File: src/rtl/uart_tx_arb.sv
// rtl/uart_tx_arb.sv - packet round-robin arbiter feeding a UART TX byte stream
module uart_tx_arb #(
  parameter int N      = 4,
  parameter int ID_W   = $clog2(N),
  parameter int HDR_EN = 1,
  parameter int TO_W   = 16
) (
  input  logic            Clk,
  input  logic            Rst,
  input  logic            En,
  input  logic [TO_W-1:0] timeout,
  input  logic [N*8-1:0]  s_tdata,
  input  logic [N-1:0]    s_tvalid,
  input  logic [N-1:0]    s_tlast,
  output logic [N-1:0]    s_tready,
  output logic [7:0]      m_tdata,
  output logic            m_tvalid,
  input  logic            m_tready,
  output logic            grant_valid,
  output logic [ID_W-1:0] grant_id,
  output logic            busy,
  output logic            to_err
);

  // The header carries the source ID in its low nibble, so more than 16 sources cannot be encoded.
  generate
    if (N < 2 || N > 16) begin : g_bad_n
      $error("uart_tx_arb: N must be in 2..16");
    end
  endgenerate

  typedef enum logic [1:0] {ST_IDLE, ST_HDR, ST_PASS} state_t;

  state_t          state_q, state_d;
  logic [ID_W-1:0] ptr_q, ptr_d;
  logic [ID_W-1:0] grant_id_q, grant_id_d;
  logic            grant_valid_q, grant_valid_d;
  logic [TO_W-1:0] cnt_q, cnt_d;
  logic            to_err_q, to_err_d;

  logic            sel_found;
  logic [ID_W-1:0] sel_idx;
  logic            g_valid;
  logic            g_last;
  logic [7:0]      g_data;
  logic [ID_W-1:0] next_ptr;

  // First requester at or after the rotating pointer, wrapping modulo N.
  always_comb begin
    sel_found = 1'b0;
    sel_idx   = '0;
    for (int k = 0; k < N; k++) begin
      if (!sel_found && s_tvalid[(int'(ptr_q) + k) % N]) begin
        sel_found = 1'b1;
        sel_idx   = ID_W'((int'(ptr_q) + k) % N);
      end
    end
  end

  assign g_valid  = s_tvalid[grant_id_q];
  assign g_last   = s_tlast[grant_id_q];
  assign g_data   = s_tdata[{grant_id_q, 3'b000} +: 8];
  assign next_ptr = (grant_id_q == ID_W'(N - 1)) ? '0 : grant_id_q + ID_W'(1);

  // Next-state, stall counter and datapath steering; outputs are forced idle while in reset.
  always_comb begin
    state_d       = state_q;
    ptr_d         = ptr_q;
    grant_id_d    = grant_id_q;
    grant_valid_d = grant_valid_q;
    cnt_d         = cnt_q;
    to_err_d      = 1'b0;
    m_tdata       = 8'h00;
    m_tvalid      = 1'b0;
    s_tready      = '0;
    case (state_q)
      ST_IDLE: begin
        cnt_d = '0;
        if (En && sel_found) begin
          grant_id_d    = sel_idx;
          grant_valid_d = 1'b1;
          state_d       = (HDR_EN != 0) ? ST_HDR : ST_PASS;
        end
      end
      ST_HDR: begin
        m_tvalid = 1'b1;
        m_tdata  = 8'hA0 | 8'(grant_id_q);
        cnt_d    = '0;
        if (m_tready) begin
          state_d = ST_PASS;
        end
      end
      ST_PASS: begin
        m_tdata              = g_data;
        m_tvalid             = g_valid;
        s_tready[grant_id_q] = m_tready;
        if (g_valid && m_tready) begin
          cnt_d = '0;
          if (g_last) begin
            state_d       = ST_IDLE;
            ptr_d         = next_ptr;
            grant_valid_d = 1'b0;
          end
        end else if (!g_valid) begin
          // Only a silent source counts as a stall; sink backpressure does not.
          if (timeout != '0 && cnt_q == timeout - TO_W'(1)) begin
            state_d       = ST_IDLE;
            ptr_d         = next_ptr;
            grant_valid_d = 1'b0;
            to_err_d      = 1'b1;
            cnt_d         = '0;
          end else if (cnt_q != '1) begin
            cnt_d = cnt_q + TO_W'(1);
          end
        end
      end
      default: state_d = ST_IDLE;
    endcase
    if (Rst) begin
      m_tvalid = 1'b0;
      s_tready = '0;
    end
  end

  // State register with synchronous reset; a reset mid-packet simply drops the grant.
  always_ff @(posedge Clk) begin
    if (Rst) begin
      state_q       <= ST_IDLE;
      ptr_q         <= '0;
      grant_id_q    <= '0;
      grant_valid_q <= 1'b0;
      cnt_q         <= '0;
      to_err_q      <= 1'b0;
    end else begin
      state_q       <= state_d;
      ptr_q         <= ptr_d;
      grant_id_q    <= grant_id_d;
      grant_valid_q <= grant_valid_d;
      cnt_q         <= cnt_d;
      to_err_q      <= to_err_d;
    end
  end

  assign grant_valid = grant_valid_q;
  assign grant_id    = grant_id_q;
  assign busy        = (state_q != ST_IDLE);
  assign to_err      = to_err_q;

endmodule

File: config.mk
export PLATFORM = sky130hd
export DESIGN_NAME = uart_tx_arb
export DESIGN_NICKNAME = d
export VERILOG_FILES = /design/src/rtl/uart_tx_arb.sv
export SDC_FILE = /design/constraint.sdc
export NUM_CORES = 1
export LEC_CHECK = 0
export CORE_ASPECT_RATIO = 0.9
export CORE_MARGIN = 3
export CORE_UTILIZATION = 35
export CTS_CLUSTER_SIZE = 30
export DETAILED_ROUTE_END_ITERATION = 12
export PLACE_DENSITY_LB_ADDON = 0.08
export SYNTH_ARGS = -nofsm -noshare
export SYNTH_HDL_FRONTEND = slang
export SYNTH_SLANG_ARGS = --single-unit
File: constraint.sdc
create_clock -name Clk -period 4.2 [get_ports Clk]
set_input_delay 0.42 -clock Clk [delete_from_list [all_inputs] [get_ports Clk]]
set_output_delay 0.42 -clock Clk [all_outputs]
set_load 0.005 [all_outputs]
Yosys cells after proc, flatten, opt, wreduce, memory -nomap -nowiden
Cells that the tools add are included.
Widths: inputs -> output; s select.
{ "totals": {"ramBits": 0, "memories": 0, "input_bits": 60, "output_inout_bits": 18, "word_cells": 117, "regBits": 24, "mem_bits_ro": 0, "latchBits": 0} }
{ "op_classes": {"add_sub_neg": 6, "n_mul": 0, "n_mux": 54, "n_bitwise": 5, "n_div": 0, "n_reduce_logical": 26, "n_eq_ne": 13, "order_cmp": 6, "n_shift": 1} }
{ "op_table": {"columns": ["operator", "n"], "rows": [
  ["$mux 16", 4],
  ["$pmux 16 s2", 1],
  ["$shiftx 32x6->8", 1],
  ["$mux 2", 15],
  ["$mux 1", 21],
  ["$add 16x1->16 const B", 1],
  ["$eq 16x16->1", 1],
  ["$ne 16x16->1 const B", 1],
  ["$pmux 8 s2", 1],
  ["$reduce_bool 16->1", 1],
  ["$sub 16x1->16 const B", 1],
  ["$bmux 1 s2", 6],
  ["$lt 3x4->1 const B", 3],
  ["$reduce_and 5->1", 2],
  ["$ne 3x3->1 const B", 3],
  ["$mux 4", 2],
  ["$reduce_bool 2->1", 4],
  ["$reduce_or 2->1", 4],
  ["$logic_and 1x1->1", 7],
  ["$lt 2x3->1 const B", 2],
  ["$ne 2x2->1 const B", 3],
  ["$pmux 2 s3", 1],
  ["$add 2x1->2 const B", 2],
  ["$add 2x2->2 const B", 2],
  ["other kinds (16)", 22]
]} }

Logic depth before layout (Yosys ltp)
Gate-level depths: netlist of the first run.
{ "logic_depth": {"ltp_word": 17, "ltp_mapped": 13, "depth_no_buf": 11} }

Least setup slack after synthesis of the first run
OpenSTA, ideal clock, no wires.
{ "synth_path": {"path_type": "input port to flip-flop", "from": "input timeout[0]", "to": "register cnt_q[0]", "slack_ns": 1.257, "required_time_ns": 4.074, "t_arrival_ns": 2.817, "path_buffers": 2, "path_stages": 12, "setup_time_ns": 0.126, "cell_sequence": "inv_1 ha_1 or4b_1 buf_2 nor3_1 mux2i_1 nor4bb_1 o2111ai_1 o31a_1 buf_6 o21ai_4 nor2_2"} }
{ "synth_via": {"elab_chain_len": 7, "elab_cells_between_ends": 10, "cone_classes": "add/sub (1); eq/ne (2); mux (4); reduce/logical (3)"} }
{ "synth_rtl": {"columns": ["item", "line", "source"], "rows": [
  ["start, declared", "11", "input logic [TO_W-1:0] timeout,"],
  ["$sub 16x1->16", "106", "if (timeout != '0 && cnt_q == timeout - TO_W'(1)) begin"],
  ["$eq 16x16->1", "106", null],
  ["$logic_and 1x1->1 *", "106", null],
  ["$mux 16", "106", null],
  ["$mux 16", "104", "end else if (!g_valid) begin"],
  ["$mux 16", "97", "if (g_valid && m_tready) begin"],
  ["$pmux 16 s2", "76", "case (state_q)"],
  ["end signal, assigned", "139", "cnt_q <= cnt_d;"],
  ["end, declared", "38", "logic [TO_W-1:0] cnt_q, cnt_d;"]
]} }
Mark *: on every way between the ends. The rest lies on a longest branch, timed or not. The select of a mux whose other input is x is not followed.
A chain may end at the register's enable or synchronous reset.

Worst setup path in the final report of the first run
{ "layout_path": {"from": "input timeout[0]", "to": "register cnt_q[7]"} }
Same word-level chain as after synthesis.

==> metrics list, run 1 <==
- The flow ran to the end, and the final reports show no timing, DRC or antenna violations.
* Standard cell core area: 0.00669 mm2
- Total nets after synthesis: between 300 and 400
- Most common cell after layout, fill and taps aside: sky130_fd_sc_hd__clkdlybuf4s50_1
* Leakage power figure: 1.23 nW
* Cell count of the worst hold path: 2
- IR analysis of the VDD net gives a maximum drop of 0.132 mV.
* DRC violation count after routing: 0
- DR vias: 2584
- Largest clock skew in the final design: a little under 0.006 ns
- Post-layout minimum cycle time: 3.61 ns
* Routed wire length per instance: between 15 and 20 um
* Number of buffers inserted during clock tree synthesis: 3
- Buffers placed on the I/O ports in this run total a little under 80.
- Critical path peak fanout: 9
- Across every metal layer, demand over resource in global routing totals 0.181.
* Layout cells sized above 1: 0.125
* Final period utilization: 0.860
- The startpoint identified for the worst hold timing path is ptr_q[0].
- Die Y: 85.6 um
- Primary flip-flop cell chosen by synthesis mapping: sky130_fd_sc_hd__dfxtp_1
- Bufs on Longest Clock Path: 2
* Post-layout nets: 456
- The worst hold path terminates at ptr_q[0].
- Violation count after the first detailed-routing iteration: about 110
- GRT overflow: 0
- The clock drives 24 sinks.
* Met2 routed WL: 3470 um
- Max-cap violations in this run came to 0.
* Detail Route met3 WL: 348 um
- STA classifies the critical path endpoint as a flop.
- Setup repair after global routing left no endpoint under its margin.
- Register-to-register setup slack: around 1.3 ns
- After detailed routing, the number of vias per cell comes to 5.45.
- Count of synthesis-stage warnings from yosys: 0
- The via count of the first global-routing pass came to roughly 2400.
- CP Launch Type: input pin
* Worst reg2reg path endpoint: cnt_q[7]
* FP Rows: 28
* Final cell area excluding filler cells: around 0.0034 mm2
* Setup CP Type: input pin to flop
* Type of the most critical hold path: flop to flop
- Final max-slew violation count: 0
- Data arrives at the worst endpoint at around 3.8 ns.
* Total of fill cells in the finished design: 684
- Initial standard-cell utilization of the core: 0.369
- GP Congestion: 0.849
* Power Density: 202 mW/mm2
* WL final: 7350 um
- STA puts the critical path data required time at 4.36 ns.
* Number of hold violations in the final report: 0
* Count of pins on the block boundary: 78
- # resized after CTS: 0
- In this run the clock root is driven by a sky130_fd_sc_hd__clkbuf_8.
- Die width: between 90 and 100 um
- Overall power consumption after layout is estimated at between 0.6 and 0.7 mW.
- Die ar.: 0.00809 mm2
- Register bit total from synthesis: 24
- Share of async-settable or async-resettable flops after synthesis: 0
* Fin Setup TNS: 0 ns
* Buffer count from post-CTS setup fixing: 0
- 0 antenna diodes ended up in the layout.
* Number of H-tree levels: 1
- Setup violation total in the final timing report: 0
* Syn avg cell area: roughly 7.9 um2
- In the layout the commonest cells are 77 x sky130_fd_sc_hd__clkdlybuf4s50_1, 26 x sky130_fd_sc_hd__nor2_1, 24 x sky130_fd_sc_hd__dfxtp_1, 21 x sky130_fd_sc_hd__nand2_1, 20 x sky130_fd_sc_hd__a21oi_1.
- The detail route stage leaves a number of antenna-violating nets equal to 0.
- Wire length the detailed router placed on met1: 3490 um
* Syn-to-layout area delta: 37.6%
- Wire length of the first global-routing pass: 11900 um
* Initial antenna violation count: 0
- Sequential element share of the synthesized area: 0.195
- Once placement finished, the instance area stood at between 0.003 and 0.004 mm2.
* TritonCTS clock tree: done
- Worst Reg-to-Reg Cells: 9
* Number of enable-type register cells in the synthesized netlist: 0
- The startpoint identified for the worst register-to-register timing path is cnt_q[3].
- Hold bufs inserted after CTS: 0
- Transition at the pin with the smallest max-transition slack: ~0.56 ns
* Detailed-placement wirelength estimate: 5880 um
* Tightest slew margin relative to the limit: 0.616
* Cell count after synthesis: 312
- Signal routing reaches up to met4.
* Clock transition at the registers of the reported paths: approximately 0.09 ns
* Maximum number of pins on one net before global-route repair: 17
* Distinct cell type count of the synthesized netlist: 56
* FMAX: roughly 280 MHz
* Clock insertion delay at the later pin of the skew report: 0.27 ns
- Post-synthesis instance area: around 0.0025 mm2
- First-pass iteration count of the detailed router: 4
- Utilization after layout: 0.507
[worst max-delay path, cell delays in order]
cell and delay, ns:
sky130_fd_sc_hd__clkdlybuf4s50_1 0.49, sky130_fd_sc_hd__inv_1 0.09, sky130_fd_sc_hd__ha_1 0.22, sky130_fd_sc_hd__or4b_1 0.61
sky130_fd_sc_hd__nor3_1 0.26, sky130_fd_sc_hd__mux2i_1 0.19, sky130_fd_sc_hd__nor4bb_1 0.22, sky130_fd_sc_hd__o2111ai_1 0.19
sky130_fd_sc_hd__o31a_1 0.43, sky130_fd_sc_hd__buf_4 0.22, sky130_fd_sc_hd__o21ai_4 0.36, sky130_fd_sc_hd__nor2_2 0.07
[stage by stage]
step	instances	setup slack (ns)	hold slack (ns)
after floorplan	312	1.26	0.467
after global placement	470	0.370	0.499
after detailed placement	470	0.302	0.503
after CTS	474	0.586	0.520
after global routing	474	0.322	0.541
final	474	0.590	0.522
[routing by layer]
metal	GRT usage	up-vias
met5	0	-
met4	0.0275	0
met3	0.0237	5
met2	0.304	64
li1	-	1287
met1	0.251	1228
[flip-flops by register name, indices dropped and copies added, names as in the netlist]
signal       cells
to_err           1
grant_id         2
state_q          2
grant_valid      1
cnt_q           16
ptr_q            2
[cell families (layout without fill, tap and decap cells)]
logic type / Yosys count / after routing / share of synthesized area
adder cells (fa/ha/maj): 11 / 11 / 0.0558
AND/OR/NAND/NOR: 127 / 127 / 0.283
XOR/XNOR: 27 / 27 / 0.0959
buffers and inverters: 33 / 105 / 0.0568
AO/OA/AOI/OAI: 76 / 76 / 0.215
multiplexers: 14 / 14 / 0.0994
flip-flops: 24 / 24 / 0.195
[worst max path at each step]
| stage | from | endpoint | slack [ns] |
|---|---|---|---|
| after floorplan | timeout[0] | cnt_q[0] | 1.26 |
| after global placement | timeout[0] | cnt_q[11] | 0.37 |
| after detailed placement | timeout[0] | cnt_q[11] | 0.30 |
| after CTS | timeout[0] | cnt_q[7] | 0.59 |
| after global routing | timeout[0] | cnt_q[2] | 0.32 |
| final | timeout[0] | cnt_q[7] | 0.59 |
[cell usage after synthesis (6+ instances only)]
cell | number | area share
sky130_fd_sc_hd__nor2_1 | 26 | 0.040
sky130_fd_sc_hd__xor2_1 | 11 | 0.039
sky130_fd_sc_hd__nor3_1 | 9 | 0.018
sky130_fd_sc_hd__a21oi_2 | 7 | 0.025
sky130_fd_sc_hd__nor2b_1 | 9 | 0.023
sky130_fd_sc_hd__nand2_1 | 21 | 0.032
sky130_fd_sc_hd__a21oi_1 | 20 | 0.041
sky130_fd_sc_hd__dfxtp_1 | 24 | 0.19
sky130_fd_sc_hd__nand4_1 | 7 | 0.018
sky130_fd_sc_hd__and3_1 | 15 | 0.038
sky130_fd_sc_hd__mux4_2 | 8 | 0.073
sky130_fd_sc_hd__xnor2_1 | 16 | 0.057
sky130_fd_sc_hd__a211oi_1 | 6 | 0.018
sky130_fd_sc_hd__ha_1 | 11 | 0.056
sky130_fd_sc_hd__a31oi_1 | 6 | 0.015
sky130_fd_sc_hd__o21ai_0 | 9 | 0.018
sky130_fd_sc_hd__inv_1 | 18 | 0.027
sky130_fd_sc_hd__nor2_2 | 8 | 0.020
sky130_fd_sc_hd__or3_1 | 7 | 0.018
sky130_fd_sc_hd__clkbuf_1 | 10 | 0.015
sky130_fd_sc_hd__nand3_1 | 7 | 0.014
[area by class of cell]
cell class,instances,area (um2),area share
multi-input combinational,255,1850,0.544
timing repair buffer,83,816,0.240
sequential,24,480,0.142
tap,90,113,0.0332
inverter,18,67.6,0.0199
clock buffer,3,41.3,0.0122
clock inverter,1,30.0,0.00885
[where the power goes]
group          leakage [nW]  switching, mW  internal, mW
Sequential            0.194        0.00636         0.234
Clock                0.0357         0.0787         0.128
Combinational          1.00          0.112         0.127
Power figures use the tool's default switching activity.
==> run 2, diff against run 1 <==
--- a/config.mk
+++ b/config.mk
@@ -5,6 +5,7 @@
 export SDC_FILE = /design/constraint.sdc
 export NUM_CORES = 1
 export LEC_CHECK = 0
+export CAP_MARGIN = 20
 export CORE_ASPECT_RATIO = 0.9
 export CORE_MARGIN = 3
 export CORE_UTILIZATION = 35
==> results of run 2 <==
Final layout, timing and power as in run 1 (identical DEF).
==> run 3, diff against run 2 <==
--- a/config.mk
+++ b/config.mk
@@ -8,7 +8,7 @@
 export CAP_MARGIN = 20
 export CORE_ASPECT_RATIO = 0.9
 export CORE_MARGIN = 3
-export CORE_UTILIZATION = 35
+export CORE_UTILIZATION = 51
 export CTS_CLUSTER_SIZE = 30
 export DETAILED_ROUTE_END_ITERATION = 12
 export PLACE_DENSITY_LB_ADDON = 0.08
==> run 3 against run 2 <==
Compared with the run above: clock power is 2% higher; power is 0.89% higher; via count rose by 0.89%; die area decreased by 29%; setup slack lost 0.12 ns; final area shrank 1.5%; non-clock buffer count fell by 2.
==> metrics list, run 3 (synthesis gave the netlist of run 1 again) <==
- The run finished with clean final reports.
- Number of buffers added on ports: 77 (unchanged)
- The CTS sink count is 24 (unchanged).
- TritonCTS built the clock tree.
- The placer's final routability congestion estimate is 0.942 (+11%).
- Maximum ir drop on the vdd rail: 0.217 mV (+65%)
* Final critical-path setup slack: 0.474 ns (-0.116 ns)
* Flip-flop count of the largest register, all copies and words added: 16 (unchanged)
* # Max-Cap Violations: 0 (unchanged)
* Count of pins on the block boundary: 78 (unchanged)
- Fin Setup TNS: 0 ns (unchanged)
* Standard cell core area: 0.00455 mm2 (-32%)
* Die ar.: 0.00571 mm2 (-29%)
- Post-DRT Antenna Nets: 0 (unchanged)
* Setup violation total in the final timing report: 0 (unchanged)
- The area used by sequential logic in the layout was 480 um2 (unchanged).
- The average wire per standard cell was 16.2 um (+4.2%).
- The total number of vias was 2607 (+0.89%).
- Hold bufs inserted after CTS: 0 (unchanged)
- Diode insertion count for antenna repair: 0 (unchanged)
* Multi-input logic area: 0.00185 mm2 (unchanged)
* Wire length of the first global-routing pass: 12300 um (+3.3%)
- Leaving out fill and tap cells, the most frequent cell in the layout is sky130_fd_sc_hd__clkdlybuf4s50_1.
- Total of fill cells in the finished design: 387 (-43%)
- STA classifies the critical path endpoint as a flop.
* Type of the most critical hold path: flop to flop
- The clock latency at the later pin of the worst-skew pair was 0.28 ns (about the same).
- Tightest slew margin relative to the limit: 0.548 (-0.0681)
* FMAX: 268 MHz (-3.1%)
* FP Rows: 23 (-18%)
* Number of global-route vias before repair: 2443 (+0.41%)
- The violation count after the first detailed-routing iteration is 182 (+72%).
* Post-Place Worst Slack: 0.194 ns (-0.108 ns)
- The fraction of layout instances using a drive strength above 1 came to 0.120 (-0.00458).
* Required time of the critical path: 4.40 ns (+0.04 ns)
* Die Y: 72.0 um (-16%)
- The global routing usage summed across all routing layers is 0.263 (+0.0821).
- The final hold violation count is 0 (unchanged).
* Bufs on Longest Clock Path: 2 (unchanged)
- The deepest level of the CTS H-tree was 1 (unchanged).
- Register with the highest flop count: cnt_q
- CP Launch Type: input pin
- The horizontal die dimension is 79.3 um (-16%).
* Critical path peak fanout: 13 (+4)
- The count of non-filler cells in the finished layout is 444 (-6.3%).
- GRT overflow: 0 (unchanged)
- The total number of nets in the final design is 454 (-0.44%).
* Clock transition at the registers of the reported paths: 0.09 ns (about the same)
- Data arrival time of the critical path: 3.93 ns (+0.16 ns)
- The average vias per placed instance is 5.87 (+7.7%).
- The worst-margin pin slew is 0.678 ns (+0.117 ns).
- The number of pins exceeding their max-slew limit in the final report was 0 (unchanged).
- Setup CP Type: input pin to flop
- The total wire length after detailed routing was 7180 um (-2.4%).
- The static power due to leakage was 1.22 nW (-0.88%).
* Buffer count from post-CTS setup fixing: 0 (unchanged)
- The largest net degree at the start of global routing is 17 (unchanged).
- The number of DRC violations after detailed routing was 0 (unchanged).
- The delay of the slowest cell on the worst path was 0.61 ns (about the same).
- Setup repair after global routing left no endpoint under its margin.
- The number of antenna violations at the first check in global routing is 0 (unchanged).
- # resized after CTS: 0 (unchanged)
- The tree is rooted in a sky130_fd_sc_hd__clkbuf_8.
- Final period utilization: 0.887 (+0.0276)
- Cell Chain, Critical Path: clkdlybuf4s50_1 > inv_1 > ha_1 > or4b_1 > a211o_1 > nor4_1 > nor4bb_1 > o2111ai_1 > o31a_1 > nand2_1 > or3_1 > o221ai_1
- The library cells used most frequently in the layout, excluding fill and tap cells, are 77 x sky130_fd_sc_hd__clkdlybuf4s50_1, 26 x sky130_fd_sc_hd__nor2_1, 24 x sky130_fd_sc_hd__dfxtp_1, 21 x sky130_fd_sc_hd__nand2_1, 20 x sky130_fd_sc_hd__a21oi_1.
- Category of cells accounting for the largest share of critical-path delay: simple AND/OR/NAND/NOR gates
- Relative to the synthesized area, the layout overhead comes to 35.6%.
- Initial standard-cell utilization of the core: 0.542 (+0.174)
- The maximum clock skew at final layout came to 0.00591 ns (+0.0000288 ns).
- Post-layout minimum cycle time: 3.73 ns (+0.116 ns)
- The total CTS buffers is 3 (unchanged).
- Power Density: 207 mW/mm2 (+2.4%)
* Buffers plus inverters on the worst setup path: 2 (-1)
- The largest individual stage delay along the critical path comes from the cell sky130_fd_sc_hd__o31a_1.
- The final HPWL from detailed placement is 5690 um (-3.1%).
- Register-to-register setup slack: 1.23 ns (-0.03 ns)
- The cell total after placement was 440 (-6.4%).
- First-pass iteration count of the detailed router: 5 (+1)
## run 3: power by group
part,switching [mW],internal (mW)
Sequential,0.00664,0.234
Combinational,0.115,0.126
Clock,0.0821,0.128
## run 3: path summary, 6_finish.rpt
| kind | startpoint | to | depth (start not counted) |
|---|---|---|---|
| worst max-delay path | timeout[0] | cnt_q[6] | 12 |
| worst min register to register | ptr_q[0] | ptr_q[0] | 2 |
| worst max register to register | grant_id[0] | cnt_q[5] | 10 |
| worst min-delay path | ptr_q[0] | ptr_q[0] | 2 |
## run 3: per-stage QoR
stage / hold WS, ns / power [mW] / util / instance area (um2)
final: 0.522 / 0.691 / 0.735 / 3340
after global routing: 0.568 / 0.727 / 0.735 / 3340
after CTS: 0.521 / 0.693 / 0.735 / 3340
after detailed placement: 0.505 / 0.484 / 0.720 / 3270
after global placement: 0.488 / 0.477 / 0.720 / 3270
after floorplan: 0.467 / 0.369 / - / 2470
## run 3: final cells by class
type | instances | share of cell area
inverter | 18 | 0.0202
timing repair buffer | 81 | 0.240
sequential | 24 | 0.144
multi-input combinational | 255 | 0.552
tap | 62 | 0.0232
clock inverter | 1 | 0.00898
clock buffer | 3 | 0.0124
## run 3: worst reg2reg max path: stages (launching register included)
cell and delay, ns:
sky130_fd_sc_hd__dfxtp_1 0.32, sky130_fd_sc_hd__buf_4 0.25, sky130_fd_sc_hd__mux4_2 0.61, sky130_fd_sc_hd__nand2_1 0.12
sky130_fd_sc_hd__nor2_1 0.06, sky130_fd_sc_hd__or2_2 0.36, sky130_fd_sc_hd__a31oi_1 0.51, sky130_fd_sc_hd__nand4_1 0.27
sky130_fd_sc_hd__nor2_1 0.13, sky130_fd_sc_hd__o21ai_0 0.08, sky130_fd_sc_hd__a21o_1 0.18
## run 3: metal layers
layer  GRT usage  share of wire  wire (um)
met5           0              0          0
met4      0.0344         0.0040         29
met3      0.0347          0.051        367
met2       0.433           0.48       3440
met1       0.379           0.47       3350
